[src/rtl/unit_a_seq_pkg.sv]
// Shared definitions for the unit_a sequential ALU: op codes, output-slot states, default width.
package unit_a_pkg;

  localparam int unsigned DEFAULT_WIDTH = 32;

  typedef enum logic [2:0] {
    OP_ADD = 3'b000,
    OP_SUB = 3'b001,
    OP_NEG = 3'b010,
    OP_INC = 3'b011,
    OP_ADC = 3'b100,
    OP_SBB = 3'b101,
    OP_ACC = 3'b110,
    OP_CLR = 3'b111
  } op_e;

  typedef enum logic {
    SLOT_EMPTY = 1'b0,
    SLOT_FULL  = 1'b1
  } slot_e;

endpackage

[src/rtl/unit_a_seq_if.sv]
// Operand/result handshake bundle for unit_a_seq; slave is the ALU side, master the producer/consumer side.
interface unit_a_seq_if #(
  parameter int unsigned WIDTH = unit_a_pkg::DEFAULT_WIDTH
) ();

  logic             in_valid;
  logic             in_ready;
  logic [WIDTH-1:0] A;
  logic [WIDTH-1:0] B;
  logic [2:0]       op;
  logic             clr_sticky;
  logic             out_valid;
  logic             out_ready;
  logic [WIDTH-1:0] S;
  logic             c_out;
  logic             O;
  logic             Z;
  logic             N;
  logic             sticky_ov;

  modport slave (
    input  in_valid, A, B, op, clr_sticky, out_ready,
    output in_ready, out_valid, S, c_out, O, Z, N, sticky_ov
  );

  modport master (
    output in_valid, A, B, op, clr_sticky, out_ready,
    input  in_ready, out_valid, S, c_out, O, Z, N, sticky_ov
  );

endinterface

[src/rtl/unit_a_seq_core.sv]
// Combinational WIDTH-bit adder: sum = a + b_inv + cin, with carry-out and signed overflow.
module unit_a_core
  import unit_a_pkg::*;
#(
  parameter int unsigned WIDTH = DEFAULT_WIDTH
) (
  input  logic [WIDTH-1:0] a,
  input  logic [WIDTH-1:0] b_inv,
  input  logic             cin,
  output logic [WIDTH-1:0] sum,
  output logic             cout,
  output logic             ovf
);

  always_comb begin
    {cout, sum} = {1'b0, a} + {1'b0, b_inv} + {{WIDTH{1'b0}}, cin};
    // Overflow: both adder inputs share a sign the result does not.
    ovf = (a[WIDTH-1] == b_inv[WIDTH-1]) && (sum[WIDTH-1] != a[WIDTH-1]);
  end

endmodule

[src/rtl/unit_a_seq.sv]
// Single-stage sequential ALU: operand muxing, carry/accumulator/sticky state and a valid/ready output slot.
module unit_a_seq
  import unit_a_pkg::*;
#(
  parameter int unsigned WIDTH     = DEFAULT_WIDTH,
  parameter bit          STICKY_EN = 1'b1
) (
  input logic         clk,
  input logic         rst,
  unit_a_seq_if.slave bus
);

  op_e              op;
  logic             in_ready;
  logic             accept;
  logic             xfer;

  logic [WIDTH-1:0] add_a;
  logic [WIDTH-1:0] add_b;
  logic             add_cin;
  logic [WIDTH-1:0] add_sum;
  logic             add_cout;
  logic             add_ovf;
  logic             res_ovf;

  slot_e            slot_q, slot_d;
  logic [WIDTH-1:0] s_q, s_d;
  logic [WIDTH-1:0] acc_q, acc_d;
  logic             c_q, c_d;
  logic             o_q, o_d;
  logic             cf_q, cf_d;
  logic             sticky_q, sticky_d;

  assign op       = op_e'(bus.op);
  assign in_ready = (slot_q == SLOT_EMPTY) || bus.out_ready;
  assign accept   = bus.in_valid && in_ready;
  assign xfer     = (slot_q == SLOT_FULL) && bus.out_ready;

  // Every op maps onto one adder: subtraction forms feed ~B (or ~A) with a carry-in.
  always_comb begin
    add_a   = '0;
    add_b   = '0;
    add_cin = 1'b0;
    case (op)
      OP_ADD: begin add_a = bus.A;  add_b = bus.B;              end
      OP_SUB: begin add_a = bus.A;  add_b = ~bus.B; add_cin = 1'b1; end
      OP_NEG: begin add_a = '0;     add_b = ~bus.A; add_cin = 1'b1; end
      OP_INC: begin add_a = bus.A;  add_b = '0;     add_cin = 1'b1; end
      OP_ADC: begin add_a = bus.A;  add_b = bus.B;  add_cin = cf_q; end
      OP_SBB: begin add_a = bus.A;  add_b = ~bus.B; add_cin = cf_q; end
      OP_ACC: begin add_a = acc_q;  add_b = bus.A;              end
      OP_CLR: begin add_a = '0;     add_b = '0;                 end
    endcase
  end

  unit_a_core #(
    .WIDTH (WIDTH)
  ) u_core (
    .a     (add_a),
    .b_inv (add_b),
    .cin   (add_cin),
    .sum   (add_sum),
    .cout  (add_cout),
    .ovf   (add_ovf)
  );

  assign res_ovf = (op != OP_CLR) && add_ovf;

  always_comb begin
    slot_d   = slot_q;
    s_d      = s_q;
    c_d      = c_q;
    o_d      = o_q;
    cf_d     = cf_q;
    acc_d    = acc_q;
    sticky_d = 1'b0;

    case (slot_q)
      SLOT_EMPTY: if (accept)          slot_d = SLOT_FULL;
      SLOT_FULL:  if (xfer && !accept) slot_d = SLOT_EMPTY;
    endcase

    if (accept) begin
      if (op == OP_CLR) begin
        s_d   = '0;
        c_d   = 1'b0;
        o_d   = 1'b0;
        cf_d  = 1'b0;
        acc_d = '0;
      end else begin
        s_d   = add_sum;
        c_d   = add_cout;
        o_d   = add_ovf;
        cf_d  = add_cout;
        if (op == OP_ACC) acc_d = add_sum;
      end
    end

    // A new overflow outranks a same-cycle clear.
    if (STICKY_EN) begin
      sticky_d = (accept && res_ovf) || (sticky_q && !bus.clr_sticky);
    end
  end

  always_ff @(posedge clk or posedge rst) begin
    if (rst) begin
      slot_q   <= SLOT_EMPTY;
      s_q      <= '0;
      c_q      <= 1'b0;
      o_q      <= 1'b0;
      cf_q     <= 1'b0;
      acc_q    <= '0;
      sticky_q <= 1'b0;
    end else begin
      slot_q   <= slot_d;
      s_q      <= s_d;
      c_q      <= c_d;
      o_q      <= o_d;
      cf_q     <= cf_d;
      acc_q    <= acc_d;
      sticky_q <= sticky_d;
    end
  end

  assign bus.in_ready  = in_ready;
  assign bus.out_valid = (slot_q == SLOT_FULL);
  assign bus.S         = s_q;
  assign bus.c_out     = c_q;
  assign bus.O         = o_q;
  assign bus.Z         = (s_q == '0);
  assign bus.N         = s_q[WIDTH-1];
  assign bus.sticky_ov = sticky_q;

endmodule

[src/flat_wrapper.sv]
// flat-port wrapper written by rule: the top's interface ports become plain ports
module unit_a_seq_flat import unit_a_pkg::*;
#(
  parameter int unsigned WIDTH     = DEFAULT_WIDTH,
  parameter bit          STICKY_EN = 1'b1
)
  (clk, rst, bus_in_valid, bus_A, bus_B, bus_op, bus_clr_sticky, bus_out_ready, bus_in_ready, bus_out_valid, bus_S, bus_c_out, bus_O, bus_Z, bus_N, bus_sticky_ov);
  unit_a_seq_if #(.WIDTH(WIDTH)) bus_i ();
  input logic clk;
  input logic rst;
  input wire logic [$bits(bus_i.in_valid)-1:0] bus_in_valid;
  input wire logic [$bits(bus_i.A)-1:0] bus_A;
  input wire logic [$bits(bus_i.B)-1:0] bus_B;
  input wire logic [$bits(bus_i.op)-1:0] bus_op;
  input wire logic [$bits(bus_i.clr_sticky)-1:0] bus_clr_sticky;
  input wire logic [$bits(bus_i.out_ready)-1:0] bus_out_ready;
  output wire logic [$bits(bus_i.in_ready)-1:0] bus_in_ready;
  output wire logic [$bits(bus_i.out_valid)-1:0] bus_out_valid;
  output wire logic [$bits(bus_i.S)-1:0] bus_S;
  output wire logic [$bits(bus_i.c_out)-1:0] bus_c_out;
  output wire logic [$bits(bus_i.O)-1:0] bus_O;
  output wire logic [$bits(bus_i.Z)-1:0] bus_Z;
  output wire logic [$bits(bus_i.N)-1:0] bus_N;
  output wire logic [$bits(bus_i.sticky_ov)-1:0] bus_sticky_ov;
  assign bus_i.in_valid = bus_in_valid;
  assign bus_i.A = bus_A;
  assign bus_i.B = bus_B;
  assign bus_i.op = bus_op;
  assign bus_i.clr_sticky = bus_clr_sticky;
  assign bus_i.out_ready = bus_out_ready;
  assign bus_in_ready = bus_i.in_ready;
  assign bus_out_valid = bus_i.out_valid;
  assign bus_S = bus_i.S;
  assign bus_c_out = bus_i.c_out;
  assign bus_O = bus_i.O;
  assign bus_Z = bus_i.Z;
  assign bus_N = bus_i.N;
  assign bus_sticky_ov = bus_i.sticky_ov;
  unit_a_seq #(.WIDTH(WIDTH), .STICKY_EN(STICKY_EN)) u_core (.clk(clk), .rst(rst), .bus(bus_i));
endmodule
[config.mk]
export PLATFORM = sky130hd
export DESIGN_NAME = unit_a_seq_flat
export DESIGN_NICKNAME = d
export VERILOG_FILES = /design/src/rtl/unit_a_seq_pkg.sv /design/src/rtl/unit_a_seq_if.sv /design/src/rtl/unit_a_seq_core.sv /design/src/rtl/unit_a_seq.sv /design/src/flat_wrapper.sv
export SDC_FILE = /design/constraint.sdc
export NUM_CORES = 1
export LEC_CHECK = 0
export ABC_AREA = 1
export BUFFER_PORTS_ARGS = -buffer_cell sky130_fd_sc_hd__buf_2
export CORE_ASPECT_RATIO = 0.75
export CORE_MARGIN = 4
export CORE_UTILIZATION = 25
export CTS_BUF_LIST = sky130_fd_sc_hd__clkbuf_8
export DETAILED_ROUTE_END_ITERATION = 7
export GPL_TIMING_DRIVEN = 0
export PLACE_DENSITY = 0.54
export SYNTH_ARGS = -nofsm -noshare
export SYNTH_HDL_FRONTEND = slang
export SYNTH_HIERARCHICAL = 1
export SYNTH_SLANG_ARGS = --single-unit
export TNS_END_PERCENT = 30
[constraint.sdc]
create_clock -name clk -period 8 [get_ports clk]
set_clock_uncertainty 0.15 [all_clocks]
set_input_delay 0.8 -clock clk [delete_from_list [all_inputs] [get_ports clk]]
set_output_delay 0.8 -clock clk [all_outputs]
set_load 0.05 [all_outputs]
### Word level (Yosys, flattened, before mapping)

Index checks and enable logic that the tools add are counted.

* register bits: 68
* bits of input ports: 72
* word-level logic and storage cells: 54

* reductions and logical operators: 22
* mux-type cells: 11
* bitwise logic cells: 3
* add/subtract/negate cells: 2
* equal/unequal tests: 10

Operators with widths (number)
* $pmux W32 S5: 1
* $mux W32: 3
* $pmux W32 S3: 1
* $not A32 Y32: 2
* $add A32 B32 Y33: 1
* $add A33 B1 Y33: 1
* $logic_not A32 Y1: 1
* $eq A3 B3 Y1 const B: 4
* $reduce_or A2 Y1: 5
* $logic_and A1 B1 Y1: 7
* $eq A3 B2 Y1 const B: 2
* $reduce_or A5 Y1: 1
* $mux W1: 4
* $pmux W1 S2: 2
* $eq A3 B1 Y1 const B: 1
* $logic_not A3 Y1: 1
* $ne A3 B3 Y1 const B: 1
* $reduce_or A3 Y1: 1
* $logic_not A1 Y1: 2
* $logic_or A1 B1 Y1: 2
* $reduce_and A2 Y1: 1
* $reduce_bool A2 Y1: 1
* $eq A1 B1 Y1: 1
* $ne A1 B1 Y1: 1
* $not A1 Y1: 1

### Longest topological paths before layout

Gate-level depths: netlist of run 1.

* depth after elaboration: 10
* gate-level depth with buffers: 23
* gate-level depth less buffers: 22

### Hierarchy

The synthesis of run 1 kept the hierarchy.

Modules (own cells, without submodules)
* unit_a_seq: area each 4322.9 um^2, times used 1, cells an instance 677
* unit_a_core: area each 2192.1 um^2, times used 1, cells an instance 425

### Least setup slack after synthesis of run 1

Ideal clock, no wire load.

* path type: input to register
* start: in bus_op[0]
* end: reg u_core.acc_q[26]
* data arrival time: 3.189 ns
* required time: 7.734 ns
* setup time: 0.116 ns
* setup slack: 4.545 ns
* stages on the path: 21
* path buffers: 1
* cells stage by stage: nor3_4 -> nor2_4 -> buf_6 -> nand2_2 -> nand2_1 -> fa_1 -> fa_1 -> nand3_1 -> nand2_2 -> nand2_1 -> nand2_2 -> nand2_1 -> nand2_2 -> nand2_1 -> nand3b_1 -> nand2_1 -> nand2_1 -> nand2_1 -> inv_1 -> nand3_1 -> nand2_1

* word-level cells in the longest chain between the ends: 7
* elaborated cells between the ends (all ways): 24
* classes of those cells: add/sub: 2; eq/ne: 7; mux: 5; reduce/logical: 10

Ends and longest elaborated chain
* start, declared: line flat_wrapper.sv:14 `input wire logic [$bits(bus_i.op)-1:0] bus_op;`
* $eq A3 B1 Y1 (tied with other cells): line unit_a_seq.sv:44 `case (op)`
* $reduce_or A5 Y1 (no line) / $reduce_or A2 Y1 (equally long branches)
* $pmux W32 S3 *: line unit_a_seq.sv:44
* named net u_core.add_a[0]: line unit_a_seq.sv:18 `logic [WIDTH-1:0] add_a;`
* $add A32 B32 Y33 *: line unit_a_seq_core.sv:16 `{cout, sum} = {1'b0, a} + {1'b0, b_inv} + {{WIDTH{1'b0}}, cin};`
* $add A33 B1 Y33 *: line unit_a_seq_core.sv:16
* named net u_core.add_sum[26]: line unit_a_seq.sv:21 `logic [WIDTH-1:0] add_sum;`
* $mux W32 *: line unit_a_seq.sv:95 `if (op == OP_ACC) acc_d = add_sum;`
* $mux W32 *: line unit_a_seq.sv:84 `if (op == OP_CLR) begin`
* end signal, assigned: line unit_a_seq.sv:112 `acc_q <= '0;`
* end signal, assigned: line unit_a_seq.sv:120 `acc_q <= acc_d;`
* end, declared: line unit_a_seq.sv:28 `logic [WIDTH-1:0] acc_q, acc_d;`

The timed path passes the listed nets; every way through them passes the cells marked *. The select of a mux whose other input is x is not followed.
A chain may end at the register's enable or synchronous reset.

### Worst setup path in the final report of run 1

* start: in bus_op[0]
* end: reg u_core.acc_q[26]

* elaborated cells between the ends (all ways): 24
* classes of those cells: add/sub: 2; eq/ne: 7; mux: 5; reduce/logical: 10

RTL lines
* $eq A3 B1 Y1 (tied with other cells): line unit_a_seq.sv:44
* $reduce_or A3 Y1 (no line) / $reduce_or A2 Y1 (equally long branches)
* $pmux W1 S2 *: line unit_a_seq.sv:44
* named net u_core.add_cin: line unit_a_seq.sv:20 `logic add_cin;`
* $add A33 B1 Y33 *: line unit_a_seq_core.sv:16
* named net u_core.add_sum[26]: line unit_a_seq.sv:21
* $mux W32 *: line unit_a_seq.sv:95
* $mux W32 *: line unit_a_seq.sv:84

Marks and branches as above.

==> results.py, run 1 <==
metrics = {
    "route": {
        "detail_route.first_pass.iterations": 5,
        "post_drt_via_cell_ratio": 4.57,
        "m1WireLength_mm": 13.9,
        "wl_met3_mm": 1.75,
        "route.antenna.remaining_nets": 0,
        "num_vias": 7152,
        "routed-wl-met2_mm": 8.47,
        "drc": 0,
        "top_layer_used": "met4",
        "postRouteWirelength_mm": 24.2,
        "first_drt_iteration_drcs": 670,
        "wl_per_cell_um": 15.5,
    },
    "critical_path": {
        "critical_path_cell_count": 20,
        "startpoint_to_endpoint_class_of_the_critical_path": "in -> reg",
        "crit_family": "simple AND/OR/NAND/NOR gates",
        "crit_buf_inv": 3,
        "worst_r2r_endpoint": "u_core/acc_q[26]$_DFFE_PP0P_",
        "worst_ep_arrival_time_ns": 4.07,
        "startpoint_type": "input port",
        "crit_path_end_kind": "flop",
        "ff2ff_setup_slack_ns": 4.73,
        "critical_path.cell_chain": "buf_2 -> nor2_1 -> buf_2 -> o21ai_0 -> fa_1 -> fa_1 -> nand3_1 -> nand2_2 -> nand2_1 -> nand2_2 -> nand2_1 -> nand2_2 -> nand2_1 -> nand3b_1 -> nand2_1 -> nand2_1 -> nand2_1 -> inv_1 -> nand3_1 -> nand2_1",
        "worst_r2r_startpoint": "u_core/cf_q$_DFFE_PP0P_",
        "worst_setup_path_startpoint": "bus_op[0]",
        "biggest_fanout_along_the_worst_timing_path": 10,
        "critPathSlowestCell": "sky130_fd_sc_hd__fa_1",
        "timing.reg2reg.worst_path_depth": 18,
        "critical_path.max_stage_delay_ns": 0.52,
        "crit_path_end": "u_core/acc_q[26]$_DFFE_PP0P_",
        "critical_path.most_common_cell": "sky130_fd_sc_hd__nand2_1",
        "worstPathRequired_ns": 8.08,
    },
    "layout": {
        "layout.area.seq_um2": 1700,
        "antenna_cells_inserted": 0,
        "post-route-util_pct": 30.4,
        "fin_area_um2": 7670,
        "final_nets": 1328,
        "layout-drive-gt1-share_pct": 15.3,
        "multiInputGateArea_um2": 4090,
        "nFillCells": 2893,
        "syn2layout_area_growth_pct": 17.8,
        "final_cell_count_no_fill": 1566,
    },
    "timing": {
        "setup_viol": 0,
        "slew-limit-headroom_pct": 44.4,
        "setup_ws_ns": 4.01,
        "worst-slew-pin-transition_ns": 0.834,
        "fin_crit_sh_pct": 49.9,
        "final.hold.worst_slack_ns": 0.329,
        "report.final.slew_viol_count": 0,
        "rsz0062_at_grt": "no",
        "period_minus_slack_ns": 3.99,
        "max_freq_mhz": 251,
        "finalHoldViolations": 0,
        "setup_tns_ns": 0,
    },
    "logic_synthesis": {
        "synthesis.instances": 1102,
        "yosys.cell_types.count": 31,
        "post_synth_instance_area_um2": 6510,
        "yosysWarnings": 6,
        "synth_nets": 1207,
        "synth.avg_cell_area_um2": 5.91,
        "share_of_synthesized_area_occupied_by_flip_flops_and_latches_pct": 26.1,
        "synth_seq_cells": 68,
    },
    "placed_design": {
        "placed_cell_area_um2": 7490,
        "hpwlAfterDp_mm": 20.4,
        "detailedPlace.worstSlack_ns": 3.68,
        "gp_congestion": 0.897,
        "io_buffers": 110,
        "dpl.cell_count": 1550,
    },
    "floorplanning": {
        "design.portCount": 111,
        "core.rowCount": 50,
        "dieWidth_um": 194,
        "fp.coreArea_um2": 25300,
        "die-height_um": 148,
        "die_area_um2": 28700,
        "initial_utilization_pct": 25.8,
    },
    "global_route": {
        "groute.usage.overall_pct": 16.6,
        "grt_start_max_net_pins": 69,
        "vias_in_the_first_global_route": 6360,
        "grt.overflow.total": 0,
        "wire_length_of_the_first_global_routing_pass_mm": 37.3,
        "antenna_found_initial": 0,
    },
    "cts": {
        "clock_latency_ns": 0.34,
        "clock_tree.buffer_depth": 2,
        "cts.htree.levels": 3,
        "cts_tree": "built",
        "ctsHoldBuffers": 0,
        "cts_buffers": 9,
        "cts.repair.resized": 0,
        "cts.sink_count": 68,
        "cts.reportedPaths.clkPinSlew_ns": 0.06,
        "cts_post_setup_buffers_inserted": 0,
        "clock_tree.root_cell": "sky130_fd_sc_hd__clkbuf_8",
    },
    "hold_path": {
        "min_path_type": "reg -> reg",
    },
    "pwr": {
        "ratio_of_total_power_to_cell_area_nw_per_um2": 212,
        "power.leakage_nw": 4.46,
        "max-vdd-ir-drop_mv": 0.139,
        "total_power_consumption_of_the_routed_design_mw": 1.63,
    },
    "flow_run": {
        "maxCapViolCount": 0,
    },
    "run_status": {
        "outcome": "complete, no violations",
    },
}
## sequential cells by signal, indices dropped and copies added, names as in the netlist
register              flops
u_core/bus.O              1
u_core/bus.sticky_ov      1
u_core/bus.out_valid      1
u_core/acc_q             32
u_core/cf_q               1
u_core/bus.S             32
## worst min-delay path by stage
stage	startpoint	end	slack (ns)	cells after the start
after floorplan	u_core/acc_q[0]$_DFFE_PP0P_	u_core/acc_q[0]$_DFFE_PP0P_	0.29	2
after global routing	u_core/acc_q[3]$_DFFE_PP0P_	u_core/acc_q[3]$_DFFE_PP0P_	0.35	2
final	u_core/bus.O$_DFFE_PP0P_	u_core/bus.O$_DFFE_PP0P_	0.33	2
after detailed placement	u_core/acc_q[3]$_DFFE_PP0P_	u_core/acc_q[3]$_DFFE_PP0P_	0.31	2
after global placement	u_core/acc_q[3]$_DFFE_PP0P_	u_core/acc_q[3]$_DFFE_PP0P_	0.31	2
after CTS	u_core/acc_q[3]$_DFFE_PP0P_	u_core/acc_q[3]$_DFFE_PP0P_	0.33	2
## tightest hold or removal path, stage by stage, from the launching register on
cell and delay, ns:
sky130_fd_sc_hd__dfrtp_1 0.35, sky130_fd_sc_hd__nand2_1 0.05, sky130_fd_sc_hd__nand2_1 0.05
## Yosys cell counts
cell | instances | share of area, %
sky130_fd_sc_hd__buf_2 | 17 | 1.3
sky130_fd_sc_hd__nor3_1 | 5 | 0.38
sky130_fd_sc_hd__o21bai_1 | 5 | 0.58
sky130_fd_sc_hd__a21o_1 | 2 | 0.23
sky130_fd_sc_hd__nor2_1 | 113 | 6.5
sky130_fd_sc_hd__buf_6 | 6 | 1.0
sky130_fd_sc_hd__nand3_4 | 1 | 0.27
sky130_fd_sc_hd__ha_1 | 31 | 6.0
sky130_fd_sc_hd__nand3b_1 | 2 | 0.23
sky130_fd_sc_hd__clkbuf_1 | 5 | 0.29
sky130_fd_sc_hd__fa_1 | 2 | 0.61
sky130_fd_sc_hd__o21a_1 | 3 | 0.35
sky130_fd_sc_hd__nor2_2 | 1 | 0.096
sky130_fd_sc_hd__nand2_4 | 2 | 0.35
sky130_fd_sc_hd__nand4_1 | 6 | 0.58
sky130_fd_sc_hd__buf_4 | 7 | 0.81
sky130_fd_sc_hd__inv_2 | 3 | 0.17
sky130_fd_sc_hd__a21oi_1 | 64 | 4.9
sky130_fd_sc_hd__nand2_2 | 23 | 2.2
sky130_fd_sc_hd__nor2_4 | 1 | 0.17
sky130_fd_sc_hd__and3_1 | 1 | 0.096
sky130_fd_sc_hd__nor3_4 | 1 | 0.25
sky130_fd_sc_hd__buf_1 | 3 | 0.17
sky130_fd_sc_hd__nand3_2 | 2 | 0.31
sky130_fd_sc_hd__o21ai_0 | 47 | 3.6
sky130_fd_sc_hd__nand2_1 | 449 | 26
sky130_fd_sc_hd__xor2_1 | 20 | 2.7
sky130_fd_sc_hd__nor4_1 | 1 | 0.096
sky130_fd_sc_hd__nand3_1 | 83 | 6.4
sky130_fd_sc_hd__dfrtp_1 | 68 | 26
sky130_fd_sc_hd__inv_1 | 128 | 7.4
## routing by layer
metal  up-vias  global-route usage [%]
met5         -                       0
met4         0                    2.49
met3         8                    2.53
met2       232                    20.5
met1      3239                    29.0
li1       3673                       -
## cell families (layout without fill, tap and decap cells)
group                      after synthesis  in the layout  share of synthesized area (%)
and+or+nand+nor                        691            691                           43.8
xor gates and xnor gates                20             20                           2.69
adders and majority gates               33             33                           6.57
DFF                                     68             68                           26.1
AOI/OAI and AO/OA                      121            121                           9.68
buffers and inverters                  169            295                           11.2
## cell type report
cell class	count	area share, %
plain buffers	38	3.07
clock buffers	12	2.15
clock inverters	4	0.212
inverters	131	6.44
multi-input cells	865	53.3
flip-flops and latches	68	22.2
well taps	338	5.51
repair buffers	110	7.18
## layout by cell type (no fill, tap or decap), types with 7 or more instances in the layout
cell type	n
sky130_fd_sc_hd__nand2_2	23
sky130_fd_sc_hd__inv_1	130
sky130_fd_sc_hd__nand2_1	449
sky130_fd_sc_hd__buf_2	127
sky130_fd_sc_hd__a21oi_1	64
sky130_fd_sc_hd__nand3_1	83
sky130_fd_sc_hd__o21ai_0	47
sky130_fd_sc_hd__nor2_1	113
sky130_fd_sc_hd__clkbuf_8	12
sky130_fd_sc_hd__ha_1	31
sky130_fd_sc_hd__dfrtp_1	68
sky130_fd_sc_hd__xor2_1	20
sky130_fd_sc_hd__buf_4	7
## where the power goes
group,internal (mW),switching [mW]
clock network,0.134,0.126
logic,0.233,0.601
registers,0.445,0.0869
Power figures use the tool's default switching activity.
==> run 2, diff against run 1 <==
--- a/config.mk
+++ b/config.mk
@@ -13,7 +13,7 @@
 export CTS_BUF_LIST = sky130_fd_sc_hd__clkbuf_8
 export DETAILED_ROUTE_END_ITERATION = 7
 export GPL_TIMING_DRIVEN = 0
-export PLACE_DENSITY = 0.54
+export PLACE_DENSITY = 0.55
 export SYNTH_ARGS = -nofsm -noshare
 export SYNTH_HDL_FRONTEND = slang
 export SYNTH_HIERARCHICAL = 1
==> constraint.sdc (replaced) <==
create_clock -name clk -period 3.55 [get_ports clk]
set_clock_uncertainty 0.15 [all_clocks]
set_input_delay 0.355 -clock clk [delete_from_list [all_inputs] [get_ports clk]]
set_output_delay 0.355 -clock clk [all_outputs]
set_load 0.05 [all_outputs]
==> results.py, run 2 (synthesized netlist as in run 1, its figures left out) <==
metrics = {
    "run_status": {
        "outcome": "complete, no violations",
    },
    "timing": {
        "period_minus_slack_ns": 3.25,
        "setup_viol": 0,
        "report.final.slew_viol_count": 0,
        "worst-slew-pin-transition_ns": 0.835,
        "max_freq_mhz": 308,
        "finalHoldViolations": 0,
        "rsz0062_at_grt": "no",
        "final.hold.worst_slack_ns": 0.0352,
        "slew-limit-headroom_pct": 44.3,
        "fin_crit_sh_pct": 91.5,
    },
    "layout": {
        "layout-drive-gt1-share_pct": 15.7,
        "syn2layout_area_growth_pct": 18.5,
        "antenna_cells_inserted": 0,
        "layout.area.seq_um2": 1700,
        "final_nets": 1331,
        "commonest_non_fill_non_tap_cell_in_the_layout": "sky130_fd_sc_hd__nand2_1",
        "multiInputGateArea_um2": 4100,
        "layout_common_cells": "sky130_fd_sc_hd__nand2_1 (449), sky130_fd_sc_hd__inv_1 (130), sky130_fd_sc_hd__buf_2 (125), sky130_fd_sc_hd__nor2_1 (112), sky130_fd_sc_hd__nand3_1 (83)",
        "post-route-util_pct": 30.5,
        "nFillCells": 2940,
    },
    "critical_path": {
        "critical_path.max_stage_delay_ns": 0.45,
        "startpoint_to_endpoint_class_of_the_critical_path": "in -> reg",
        "worstPathRequired_ns": 3.63,
        "crit_buf_inv": 5,
        "crit_family": "simple AND/OR/NAND/NOR gates",
        "critPathSlowestCell": "sky130_fd_sc_hd__fa_1",
        "crit_path_end_kind": "flop",
        "worst_ep_arrival_time_ns": 3.33,
        "critical_path.most_common_cell": "sky130_fd_sc_hd__nand2_1",
        "ff2ff_setup_slack_ns": 0.37,
        "startpoint_type": "input port",
        "critical_path.cell_chain": "buf_2 -> inv_2 -> nand3_2 -> inv_2 -> buf_2 -> nand2_1 -> nand3_1 -> fa_2 -> fa_1 -> nand3_1 -> nand2_2 -> nand2_1 -> nand2_2 -> nand2_1 -> nand2_2 -> nand2_1 -> nand3b_1 -> nand2_1 -> nand2_1 -> nand2_1 -> inv_1 -> nand3_1 -> nand2_1",
        "biggest_fanout_along_the_worst_timing_path": 10,
    },
    "cts": {
        "cts_tree": "built",
        "clock_latency_ns": 0.34,
        "cts.sink_count": 68,
        "cts_buffers": 9,
        "clock_tree.buffer_depth": 2,
        "clock_tree.root_cell": "sky130_fd_sc_hd__clkbuf_8",
        "cts.htree.levels": 3,
        "cts.reportedPaths.clkPinSlew_ns": 0.07,
    },
    "floorplanning": {
        "die_area_um2": 28700,
        "design.portCount": 111,
        "dieWidth_um": 194,
        "fp.coreArea_um2": 25300,
        "die-height_um": 148,
        "initial_utilization_pct": 25.8,
        "core.rowCount": 50,
    },
    "route": {
        "wl_per_cell_um": 15.5,
        "route.antenna.remaining_nets": 0,
        "postRouteWirelength_mm": 24.3,
        "drc": 0,
        "post_drt_via_cell_ratio": 4.61,
        "num_vias": 7232,
        "detail_route.first_pass.iterations": 5,
        "first_drt_iteration_drcs": 589,
    },
    "placed_design": {
        "hpwlAfterDp_mm": 20.4,
        "io_buffers": 110,
        "gp_congestion": 0.898,
    },
    "flow_run": {
        "maxCapViolCount": 0,
    },
    "global_route": {
        "vias_in_the_first_global_route": 6582,
        "grt_start_max_net_pins": 69,
        "wire_length_of_the_first_global_routing_pass_mm": 37.7,
        "antenna_found_initial": 0,
        "grt.overflow.total": 0,
        "groute.usage.overall_pct": 16.7,
    },
    "pwr": {
        "ratio_of_total_power_to_cell_area_nw_per_um2": 474,
        "power.leakage_nw": 4.48,
        "max-vdd-ir-drop_mv": 0.309,
    },
    "hold_path": {
        "min_path_type": "in -> async",
    },
}
[run 2: area by class of cell]
class | count | area share (%)
Buffer | 38 | 3.16
Tap cell | 338 | 5.48
Inverter | 131 | 6.40
Clock buffer | 12 | 2.14
Multi-Input combinational cell | 865 | 53.1
Clock inverter | 4 | 0.211
Sequential cell | 68 | 22.0
Timing Repair Buffer | 113 | 7.43
[run 2: power breakdown]
part           leakage (nW)  internal (mW)  switching (mW)
clock network         0.106          0.303           0.279
registers             0.863           1.00           0.186
logic                  3.51          0.530            1.36
[run 2: worst paths after layout]
| path | start | end | cells after the start |
|---|---|---|---|
| hold reg to reg | u_core/bus.O$_DFFE_PP0P_ | u_core/bus.O$_DFFE_PP0P_ | 2 |
| setup / recovery | bus_op[0] | u_core/acc_q[26]$_DFFE_PP0P_ | 23 |
| max in group asynchronous | rst | u_core/acc_q[27]$_DFFE_PP0P_ | 2 |
| min in group clk | bus_clr_sticky | u_core/bus.sticky_ov$_DFF_PP0_ | 2 |
| hold / removal | rst | u_core/acc_q[9]$_DFFE_PP0P_ | 2 |
| setup reg to reg | u_core/cf_q$_DFFE_PP0P_ | u_core/acc_q[26]$_DFFE_PP0P_ | 18 |
[run 2: worst register-to-register path, stage by stage (launching register included)]
cell and delay, ns:
sky130_fd_sc_hd__dfrtp_1 0.50, sky130_fd_sc_hd__nand3_1 0.14, sky130_fd_sc_hd__o21ai_0 0.21, sky130_fd_sc_hd__fa_2 0.46, sky130_fd_sc_hd__fa_1 0.45, sky130_fd_sc_hd__nand3_1 0.13
sky130_fd_sc_hd__nand2_2 0.09, sky130_fd_sc_hd__nand2_1 0.09, sky130_fd_sc_hd__nand2_2 0.08, sky130_fd_sc_hd__nand2_1 0.09, sky130_fd_sc_hd__nand2_2 0.07, sky130_fd_sc_hd__nand2_1 0.08
sky130_fd_sc_hd__nand3b_1 0.08, sky130_fd_sc_hd__nand2_1 0.06, sky130_fd_sc_hd__nand2_1 0.08, sky130_fd_sc_hd__nand2_1 0.13, sky130_fd_sc_hd__inv_1 0.05, sky130_fd_sc_hd__nand3_1 0.08
sky130_fd_sc_hd__nand2_1 0.06
[run 2: stage by stage]
| stage | instances | instance area [µm²] | power, mW | setup TNS (ns) | setup slack, ns |
|---|---|---|---|---|---|
| floorplan | 1102 | 6520 | 2.45 | 0 | 0.540 |
| finish | 1569 | 7720 | 3.66 | 0 | 0.303 |
| CTS | 1566 | 7670 | 3.65 | 0 | 0.0210 |
| global placement | 1550 | 7490 | 3.04 | -2.99 | -0.303 |
| global route | 1569 | 7720 | 3.95 | 0 | 0.0447 |
| detailed placement | 1550 | 7490 | 3.06 | -4.06 | -0.335 |
[run 2: routing by layer]
layer | vias up | wire length [µm] | GRT usage (%)
li1 | 3672 | - | -
met1 | 3286 | 13700 | 29.0
met2 | 264 | 8460 | 20.8
met3 | 10 | 1970 | 2.69
met4 | 0 | 191 | 2.64
met5 | - | 0 | 0
[run 2: timing repair]
item	4_1_cts	5_1_grt
setup endpoints to repair	0	18
hold buffers	0	0
buffers inserted	0	3
resized for setup	0	8
